`src/rtl/led_pkg.sv`:
```
// Shared definitions for the LED PWM fader slice.
//   led_state_t   : per-channel fade FSM state (OFF/UP/ON/DOWN, 2 bits)
//   DEF_*         : default parameter values used by the fader and its channels
package led_pkg;

  typedef enum logic [1:0] {
    ST_OFF  = 2'd0,
    ST_UP   = 2'd1,
    ST_ON   = 2'd2,
    ST_DOWN = 2'd3
  } led_state_t;

  localparam int unsigned DEF_NUM_LED   = 2;
  localparam int unsigned DEF_PWM_BITS  = 8;
  localparam int unsigned DEF_PRESCALE  = 4;
  localparam int unsigned DEF_RAMP_STEP = 16;

endpackage

```
`src/rtl/led_pwm_channel.sv`:
```
// One LED channel of the PWM fader: fade FSM, duty register and PWM comparator.
// Ports:
//   clk, resetN  : system clock, asynchronous active-low reset
//   req          : synchronised LED request, active-high (1 = LED wanted on)
//   fade_en      : 1 = ramp transitions, 0 = instant on/off
//   max_duty     : ON-state duty
//   period_end   : single-clk flag on the last clk of each PWM period
//   pwm_cnt      : shared PWM counter
//   led_n        : registered PWM drive, active-low
//   busy         : registered, high while the channel is UP or DOWN
module led_pwm_channel
  import led_pkg::*;
#(
  parameter int unsigned PWM_BITS  = DEF_PWM_BITS,
  parameter int unsigned RAMP_STEP = DEF_RAMP_STEP
) (
  input  logic                clk,
  input  logic                resetN,
  input  logic                req,
  input  logic                fade_en,
  input  logic [PWM_BITS-1:0] max_duty,
  input  logic                period_end,
  input  logic [PWM_BITS-1:0] pwm_cnt,
  output logic                led_n,
  output logic                busy
);

  localparam logic [PWM_BITS:0] STEP_EXT = (PWM_BITS+1)'(RAMP_STEP);

  led_state_t          state;
  logic [PWM_BITS-1:0] duty;

  // Ramp arithmetic is done one bit wider so the step can never wrap the duty.
  logic [PWM_BITS:0]   duty_ext;
  logic [PWM_BITS:0]   max_ext;
  logic [PWM_BITS:0]   sum_ext;
  logic [PWM_BITS:0]   diff_ext;
  logic [PWM_BITS-1:0] up_duty;
  logic [PWM_BITS-1:0] down_duty;

  always_comb begin
    duty_ext  = {1'b0, duty};
    max_ext   = {1'b0, max_duty};
    sum_ext   = duty_ext + STEP_EXT;
    diff_ext  = duty_ext - STEP_EXT;
    // Saturating at max_duty also clamps a duty left above a lowered max_duty.
    up_duty   = (sum_ext > max_ext) ? max_duty : sum_ext[PWM_BITS-1:0];
    down_duty = (duty_ext > STEP_EXT) ? diff_ext[PWM_BITS-1:0] : '0;
  end

  always_ff @(posedge clk or negedge resetN) begin
    if (!resetN) begin
      state <= ST_OFF;
      duty  <= '0;
      led_n <= 1'b1;
      busy  <= 1'b0;
    end else begin
      led_n <= ~(pwm_cnt < duty);

      unique case (state)
        ST_OFF: begin
          if (req) begin
            if (fade_en) begin
              state <= ST_UP;
              busy  <= 1'b1;
            end else begin
              state <= ST_ON;
              duty  <= max_duty;
            end
          end
        end

        ST_UP: begin
          if (!req) begin
            state <= ST_DOWN;
          end else if (period_end) begin
            duty <= up_duty;
            if (up_duty == max_duty) begin
              state <= ST_ON;
              busy  <= 1'b0;
            end
          end
        end

        ST_ON: begin
          if (!req) begin
            if (fade_en) begin
              state <= ST_DOWN;
              busy  <= 1'b1;
            end else begin
              state <= ST_OFF;
              duty  <= '0;
            end
          end else if (period_end) begin
            duty <= max_duty;
          end
        end

        ST_DOWN: begin
          if (req) begin
            state <= ST_UP;
          end else if (period_end) begin
            duty <= down_duty;
            if (down_duty == '0) begin
              state <= ST_OFF;
              busy  <= 1'b0;
            end
          end
        end

        default: begin
          state <= ST_OFF;
          duty  <= '0;
          busy  <= 1'b0;
        end
      endcase
    end
  end

endmodule

```
`src/rtl/led_pwm_fader.sv`:
```
// PWM fader downstream of the LED blink pattern generator. Synchronises the
// active-low pattern bits into clk, runs a shared prescaler and PWM counter,
// and drives one fading channel per LED.
// Ports:
//   clk, resetN      : system clock, asynchronous active-low reset
//   i_led_n          : requested LED state, active-low, asynchronous to clk
//   i_fade_en        : 1 = ramp transitions, 0 = instant on/off
//   i_max_duty       : ON-state duty, quasi-static
//   o_led_n          : registered PWM LED drive, active-low
//   o_busy           : per-channel, high while ramping (UP or DOWN)
//   o_period_strobe  : one-clk pulse at each PWM period end
module led_pwm_fader
  import led_pkg::*;
#(
  parameter int unsigned NUM_LED   = DEF_NUM_LED,
  parameter int unsigned PWM_BITS  = DEF_PWM_BITS,
  parameter int unsigned PRESCALE  = DEF_PRESCALE,
  parameter int unsigned RAMP_STEP = DEF_RAMP_STEP
) (
  input  logic                clk,
  input  logic                resetN,
  input  logic [NUM_LED-1:0]  i_led_n,
  input  logic                i_fade_en,
  input  logic [PWM_BITS-1:0] i_max_duty,
  output logic [NUM_LED-1:0]  o_led_n,
  output logic [NUM_LED-1:0]  o_busy,
  output logic                o_period_strobe
);

  localparam int unsigned      PRE_W    = (PRESCALE > 1) ? $clog2(PRESCALE) : 1;
  localparam logic [PRE_W-1:0] PRE_LAST = PRE_W'(PRESCALE - 1);

  logic [NUM_LED-1:0]  sync1;
  logic [NUM_LED-1:0]  sync2;
  logic [NUM_LED-1:0]  req;
  logic [PRE_W-1:0]    pre_cnt;
  logic [PWM_BITS-1:0] pwm_cnt;
  logic                step;
  logic                period_end;

  // Two-flop synchroniser; idles at 1 so every LED starts requested off.
  always_ff @(posedge clk or negedge resetN) begin
    if (!resetN) begin
      sync1 <= '1;
      sync2 <= '1;
    end else begin
      sync1 <= i_led_n;
      sync2 <= sync1;
    end
  end

  assign req        = ~sync2;
  assign step       = (pre_cnt == PRE_LAST);
  assign period_end = step & (&pwm_cnt);

  always_ff @(posedge clk or negedge resetN) begin
    if (!resetN) begin
      pre_cnt         <= '0;
      pwm_cnt         <= '0;
      o_period_strobe <= 1'b0;
    end else begin
      pre_cnt         <= step ? '0 : pre_cnt + PRE_W'(1);
      o_period_strobe <= period_end;
      if (step) begin
        pwm_cnt <= pwm_cnt + PWM_BITS'(1);
      end
    end
  end

  for (genvar g = 0; g < NUM_LED; g++) begin : g_ch
    led_pwm_channel #(
      .PWM_BITS  (PWM_BITS),
      .RAMP_STEP (RAMP_STEP)
    ) u_ch (
      .clk        (clk),
      .resetN     (resetN),
      .req        (req[g]),
      .fade_en    (i_fade_en),
      .max_duty   (i_max_duty),
      .period_end (period_end),
      .pwm_cnt    (pwm_cnt),
      .led_n      (o_led_n[g]),
      .busy       (o_busy[g])
    );
  end

endmodule

```
`config.mk`:
```
export PLATFORM = sky130hd
export DESIGN_NAME = led_pwm_fader
export DESIGN_NICKNAME = d
export VERILOG_FILES = /design/src/rtl/led_pkg.sv /design/src/rtl/led_pwm_channel.sv /design/src/rtl/led_pwm_fader.sv
export SDC_FILE = /design/constraint.sdc
export NUM_CORES = 1
export LEC_CHECK = 0
export CORE_MARGIN = 2
export CORE_UTILIZATION = 30
export CTS_CLUSTER_DIAMETER = 120
export CTS_CLUSTER_SIZE = 14
export DETAILED_ROUTE_END_ITERATION = 8
export PLACE_DENSITY = 0.55
export SYNTH_ARGS = -nofsm -noshare
export SYNTH_HDL_FRONTEND = slang
export SYNTH_SLANG_ARGS = --single-unit
export TNS_END_PERCENT = 30
```
`constraint.sdc`:
```
create_clock -name clk -period 2.7 [get_ports clk]
set_input_delay 0.54 -clock clk [delete_from_list [all_inputs] [get_ports clk]]
set_output_delay 0.54 -clock clk [all_outputs]
set_load 0.005 [all_outputs]
```
---- Word level (Yosys, flattened, before mapping) ----
Index checks and enable logic that the tools add are counted.
operators by class
  bitwise operators ....................... 4
  multiplexer cells ....................... 62
  magnitude comparators ................... 6
  eq/ne operators ......................... 39
  add/subtract/negate cells ............... 6
  reductions and logical operators ........ 11
operators by type and width
  operator                                                                          count
  8-bit two-way mux                                                                 19
  8-bit one-hot mux with 4 select lines                                             2
  8-bit AND reduction                                                               5
  2-bit two-way mux                                                                 19
  2-bit inequality test (second input constant)                                     14
  3-bit inequality test (second input constant)                                     8
  8-bit by 5-bit adder with 9-bit output (second input constant)                    2
  9-bit by 8-bit greater-than comparator with 1-bit output                          2
  1-bit two-way mux                                                                 18
  8-bit equality test                                                               2
  8-bit by 5-bit greater-than comparator with 1-bit output (second input constant)  2
  8-bit logical NOT                                                                 2
  8-bit < comparator                                                                2
  2-bit one-hot mux with 4 select lines                                             2
  8-bit by 5-bit subtractor with 8-bit output (second input constant)               2
  3-bit by 2-bit inequality test with 1-bit output (second input constant)          4
  6-bit AND reduction                                                               2
  2-bit equality test (second input constant)                                       5
  8-bit by 1-bit adder with 8-bit output (second input constant)                    1
  2-bit by 1-bit inequality test with 1-bit output (second input constant)          4
  1-bit one-hot mux with 4 select lines                                             2
  2-bit by 1-bit equality test with 1-bit output (second input constant)            2
  2-bit logical NOT                                                                 2
  2-bit by 1-bit adder with 2-bit output (second input constant)                    1
  other kinds (3)                                                                   4
word-level totals
  output and inout port bits .............. 5
  flip-flop bits (word level) ............. 39
  bits of input ports ..................... 13
  word-level logic and storage cells ...... 141

---- Longest topological paths before layout ----
Gate-level depths: netlist of the first run.
  depth after elaboration ................. 8
  gate-level depth with buffers ........... 10
  gate-level depth less buffers ........... 10

---- Cells and area by module ----
A second synthesis of the first run with hierarchy kept.
unflattened totals
  cell total of the unflattened synthesis .. 407
  area total of the unflattened synthesis .. 3477.1 sq um
by module, submodules not included
  module                           times used  cells each  area each (sq um)  seq. area each (sq um)
  led_pwm_channel at g_ch[1].u_ch  1           187         1476.4             301.5
  led_pwm_channel at g_ch[0].u_ch  1           181         1458.9             301.5
  led_pwm_fader                    1           39          541.8              380.4

---- Least setup slack after synthesis of the first run ----
No wires, ideal clock.
  kind .................................... reg-to-reg
  start point ............................. register g_ch[0].u_ch.duty[4]
  end point ............................... register g_ch[0].u_ch.busy
  slack ................................... -0.097 ns
  period minus slack after synthesis ...... 2.797 ns
  path buffers ............................ 1
  data required time ...................... 2.563 ns
  data arrival time ....................... 2.660 ns
  setup time .............................. 0.137 ns
  stages on the path, launching flop included .. 11
  cells stage by stage .................... dfrtp_1 > clkbuf_1 > inv_1 > ha_1 > ha_1 > and3_1 > nor3b_1 > o21ai_0 > a22oi_1 > a2111oi_1 > o22ai_1
between the ends
  word-level cells in the longest chain between the ends .. 6
  elaborated cells between the ends (all ways) .. 11
  those cells by class .................... add/sub: 2; order compare: 2; eq/ne: 3; mux: 2; reduce/logical: 2
RTL lines
  item                                                               line                   source
  start, declared                                                    led_pwm_channel.sv:31  logic [PWM_BITS-1:0] duty;
  start signal, assigned                                             led_pwm_channel.sv:68  duty <= max_duty;
  start signal, assigned                                             led_pwm_channel.sv:77  duty <= up_duty;
  start signal, assigned                                             led_pwm_channel.sv:95  duty <= max_duty;
  8-bit by 5-bit adder with 9-bit output                             led_pwm_channel.sv:44  sum_ext = duty_ext + STEP_EXT;
  9-bit by 8-bit greater-than comparator with 1-bit output           led_pwm_channel.sv:47  up_duty = (sum_ext > max_ext) ? max_duty : sum_ext[PWM_BITS-1:0];
  8-bit two-way mux                                                  led_pwm_channel.sv:47
  8-bit equality test                                                led_pwm_channel.sv:78  if (up_duty == max_duty) begin
  2-bit by 1-bit inequality test with 1-bit output (no source line)  --
  8-bit AND reduction (no source line) (*)                           --
  end signal, assigned                                               led_pwm_channel.sv:56  busy <= 1'b0;
  end signal, assigned                                               led_pwm_channel.sv:80  busy <= 1'b0;
  end signal, assigned                                               led_pwm_channel.sv:89  busy <= 1'b1;
  end, declared                                                      led_pwm_channel.sv:25  output logic busy
Mark *: on every way between the ends. The rest lies on a longest branch, timed or not.
A chain may end at the register's enable or synchronous reset.

---- Worst setup path after layout of the first run ----
  start point ............................. register g_ch[0].u_ch.duty[5]
  end point ............................... register g_ch[0].u_ch.state[0]
between the ends
  word-level cells in the longest chain between the ends .. 6
  elaborated cells between the ends (all ways) .. 11
  those cells by class .................... add/sub: 2; order compare: 2; eq/ne: 3; mux: 2; reduce/logical: 2
RTL lines
  item                                                               line                   source
  8-bit by 5-bit adder with 9-bit output                             led_pwm_channel.sv:44
  9-bit by 8-bit greater-than comparator with 1-bit output           led_pwm_channel.sv:47
  8-bit two-way mux                                                  led_pwm_channel.sv:47
  8-bit equality test                                                led_pwm_channel.sv:78
  3-bit by 2-bit inequality test with 1-bit output (no source line)  --
  6-bit AND reduction (no source line) (*)                           --
  end signal, assigned                                               led_pwm_channel.sv:53  state <= ST_OFF;
  end signal, assigned                                               led_pwm_channel.sv:75  state <= ST_DOWN;
  end signal, assigned                                               led_pwm_channel.sv:79  state <= ST_ON;
  end, declared                                                      led_pwm_channel.sv:30  led_state_t state;
Marks and branches as above.

==> run summary, run 1 <==
status = finished clean
Yosys reg bits = 39
HPWL Detailed = 7.43 mm
maximum clock insertion buffer count = 2
DRT antenna net count = 0
die height = 111 um
Cell Rows = 38
Max VDD drop = 0.601 mV
# port buffers = 17
root buffer cell = clkbuf_16
post-synthesis sequential area ratio = 28.8%
Total Routing Usage GR = 15.7%
DR DRC count = 0
Max Clock Skew = 0.00514 ns
first-pass GRT wire length = 15.7 mm
Routed WL = 9.96 mm
slowest stage delay, CP = 0.42 ns
via count = 3139
Synth Net Count = 434
clk sinks = 39
crit end category = register
Initial Util = 31.1%
crit-path max FO = 3
worst min path class = register to register
# hold bufs at CTS = 0
most common cell after layout, fill and taps aside = buf_4
most frequent cells in the layout = buf_4, dfrtp_1, ha_1
asr flop ratio synth = 100%
worst-margin pin slew = 0.933 ns
Core Area = 0.0110 sq mm
CTS Buf Count = 5
Reg clk slew, reported paths = 0.06 ns
Rel. slew slack = 37.8%
synth unique cells = 69
WP data arrival = 2.79 ns
I/O pin cnt = 18
critical path class = register to register
Die ar. = 0.0122 sq mm
Final Hold Vio Count = 0
largest net degree at the start of global routing = 39
synth-to-layout area growth = 28.7%
fillcell total = 1086
Buffers & Inverters on Critical Path = 3
pwr dens = 1130 mW/mm^2
most frequent CP cell = buf_4
Synthesis Warnings = 0
Tmin final = 2.62 ns
# setup viols final = 0
Worst path slowest cell = dfrtp_1
cell count after synthesis = 383
Skew-Pair Late Insertion Delay = 0.28 ns
H-tree depth = 2
layout cells sized above 1 = 26.8%
DRT Pass-1 Iters = 4
cell breakdown of the critical path = buf_6 -> nand3_4 -> xnor2_2 -> ha_1 -> buf_4 -> a21o_1 -> or3_4 -> a22oi_2 -> buf_4 -> nor4_2 -> nor4_1
post-route cell area = 0.00439 sq mm
CTS tree = done
Main synth FF type = dfrtp_1
number of global-route vias before repair = 2967
Mapped Area = 0.00341 sq mm
Routed WL per cell = 17.3 um
MaxCap Viol Count = 0
Post-synth EDFFs = 0
setup ws final = 0.0818 ns
via/cell ratio = 5.44
Worst Path Required = 2.87 ns
Congestion Overflow GR = 0
Post-Syn Area per Cell = 8.91 sq um
starting DRC count in detailed routing = 194
delay-heaviest family, CP = simple AND/OR/NAND/NOR gates
dpl cell area = 0.00398 sq mm
fmax = 0.382 GHz
Tcrit/Tclk final = 97.0%
chip width = 111 um
max-slew violation count = 0
pre-CTS setup slack = -0.350 ns
antenna cells = 0
gp weighted congestion = 0.824
Worst Setup Start Kind = register
Total Nets Final = 487
initial antenna violation count = 0
Static Leak = 1.95 nW
-- power by group --
group / switching [mW] / internal [mW]
combinational: 1.66 / 1.60
sequential: 0.285 / 0.752
clock: 0.245 / 0.438
total: 2.19 / 2.79
-- path summary, 6_finish.rpt --
kind | startpoint | end | slack [ns] | cells past startpoint
min | sync1[0] | sync2[0] | 0.36 | 0
max reg2reg | g_ch[0].u_ch.duty[5] | g_ch[0].u_ch.state[0] | 0.08 | 11
max | g_ch[0].u_ch.duty[5] | g_ch[0].u_ch.state[0] | 0.08 | 11
min reg2reg | sync1[0] | sync2[0] | 0.36 | 0
min in group asynchronous | resetN | g_ch[1].u_ch.state[0] | 0.40 | 1
max in group asynchronous | resetN | sync2[0] | 1.62 | 2
-- cell families after synthesis --
| family | share of synthesized area [%] |
|---|---|
| adder cells (fa/ha/maj) | 13.9 |
| multiplexers | 1.87 |
| flip-flops | 28.8 |
| AND/OR/NAND/NOR | 15.0 |
| XOR/XNOR | 7.96 |
| AO/OA/AOI/OAI | 25.0 |
| buffers and inverters | 7.44 |
-- metal layers --
layer  vias to the layer above  GRT usage [%]  part of all wire (%)
li1                       1517              -                     -
met1                      1534           22.1                    47
met2                        78           25.2                    47
met3                        10           2.63                   4.3
met4                         0           3.33                   1.3
met5                         -              0                     0
-- sequential cells by signal, indices dropped and copies added, names as in the netlist --
signal and cells:
pwm_cnt 8, pre_cnt 2, g_ch.u_ch.duty 16, g_ch.u_ch.busy 2, sync2 2, g_ch.u_ch.led_n 2
sync1 2, o_period_strobe 1, g_ch.u_ch.state 4
-- cell type report --
cell class / instances / area (sq um) / share of cell area (%)
Sequential cell: 39 / 986 / 22.5
Clock buffer: 7 / 133 / 3.02
Multi-Input combinational cell: 286 / 2350 / 53.6
Clock inverter: 1 / 30.0 / 0.684
Inverter: 34 / 128 / 2.91
Tap cell: 140 / 175 / 3.99
Timing Repair Buffer: 70 / 586 / 13.3
-- synth_stat cells (all sizes together), types with 2 or more instances --
cell     count  area share (%)
a2111oi      3            0.84
a211o        3            0.77
a211oi       6             1.6
a21o         8             1.8
a21oi       18             2.6
a221oi       2            0.51
a22o         8             2.1
a311oi       3            0.77
a31oi        7             1.3
and2         2            0.37
and3         5            0.92
and4         3            0.77
buf         11             2.3
clkbuf      13             1.4
dfrtp       33              24
dfstp        6             4.6
ha          38              14
inv         33             3.6
mux2         3            0.99
mux2i        3            0.88
nand2       22             2.4
nand2b       3            0.55
nand3       17             2.5
nand4        8             1.7
nor2        20             2.2
nor3         8             1.2
nor3b        2            0.44
nor4         4            0.73
o211ai       5             1.1
o21a         3            0.66
o21ai       21             3.1
o221a        2            0.66
o22ai        3            0.73
o2bb2ai      2            0.51
o311ai       3             1.3
o31ai        2            0.84
xnor2       23             5.9
xor2         8             2.1
-- metrics by stage --
stage | std cells | util, % | power, mW | hold slack, ns | TNS, ns
3_5_place_dp | 563 | 36.2 | 3.90 | 0.350 | -5.83
4_1_cts | 571 | 37.8 | 4.63 | 0.359 | 0
6_report | 577 | 40.0 | 4.98 | 0.357 | 0
3_3_place_gp | 563 | 36.2 | 3.87 | 0.347 | -5.43
5_1_grt | 577 | 40.0 | 5.36 | 0.364 | -0.0127
2_1_floorplan | 383 | - | 2.93 | 0.244 | -0.00768
-- what timing repair did --
action	4_1_cts	5_1_grt
setup endpoints to repair	10	20
gates resized for setup	2	45
buffers inserted	0	6
gates cloned	0	0
pin swaps	2	15
Note: power is estimated with default switching activity, not from simulation.
==> inputs of run 2 (changes only) <==
SLEW_MARGIN = 10   (was not set)
==> results of run 2 <==
Final layout, timing and power as in run 1 (identical DEF).
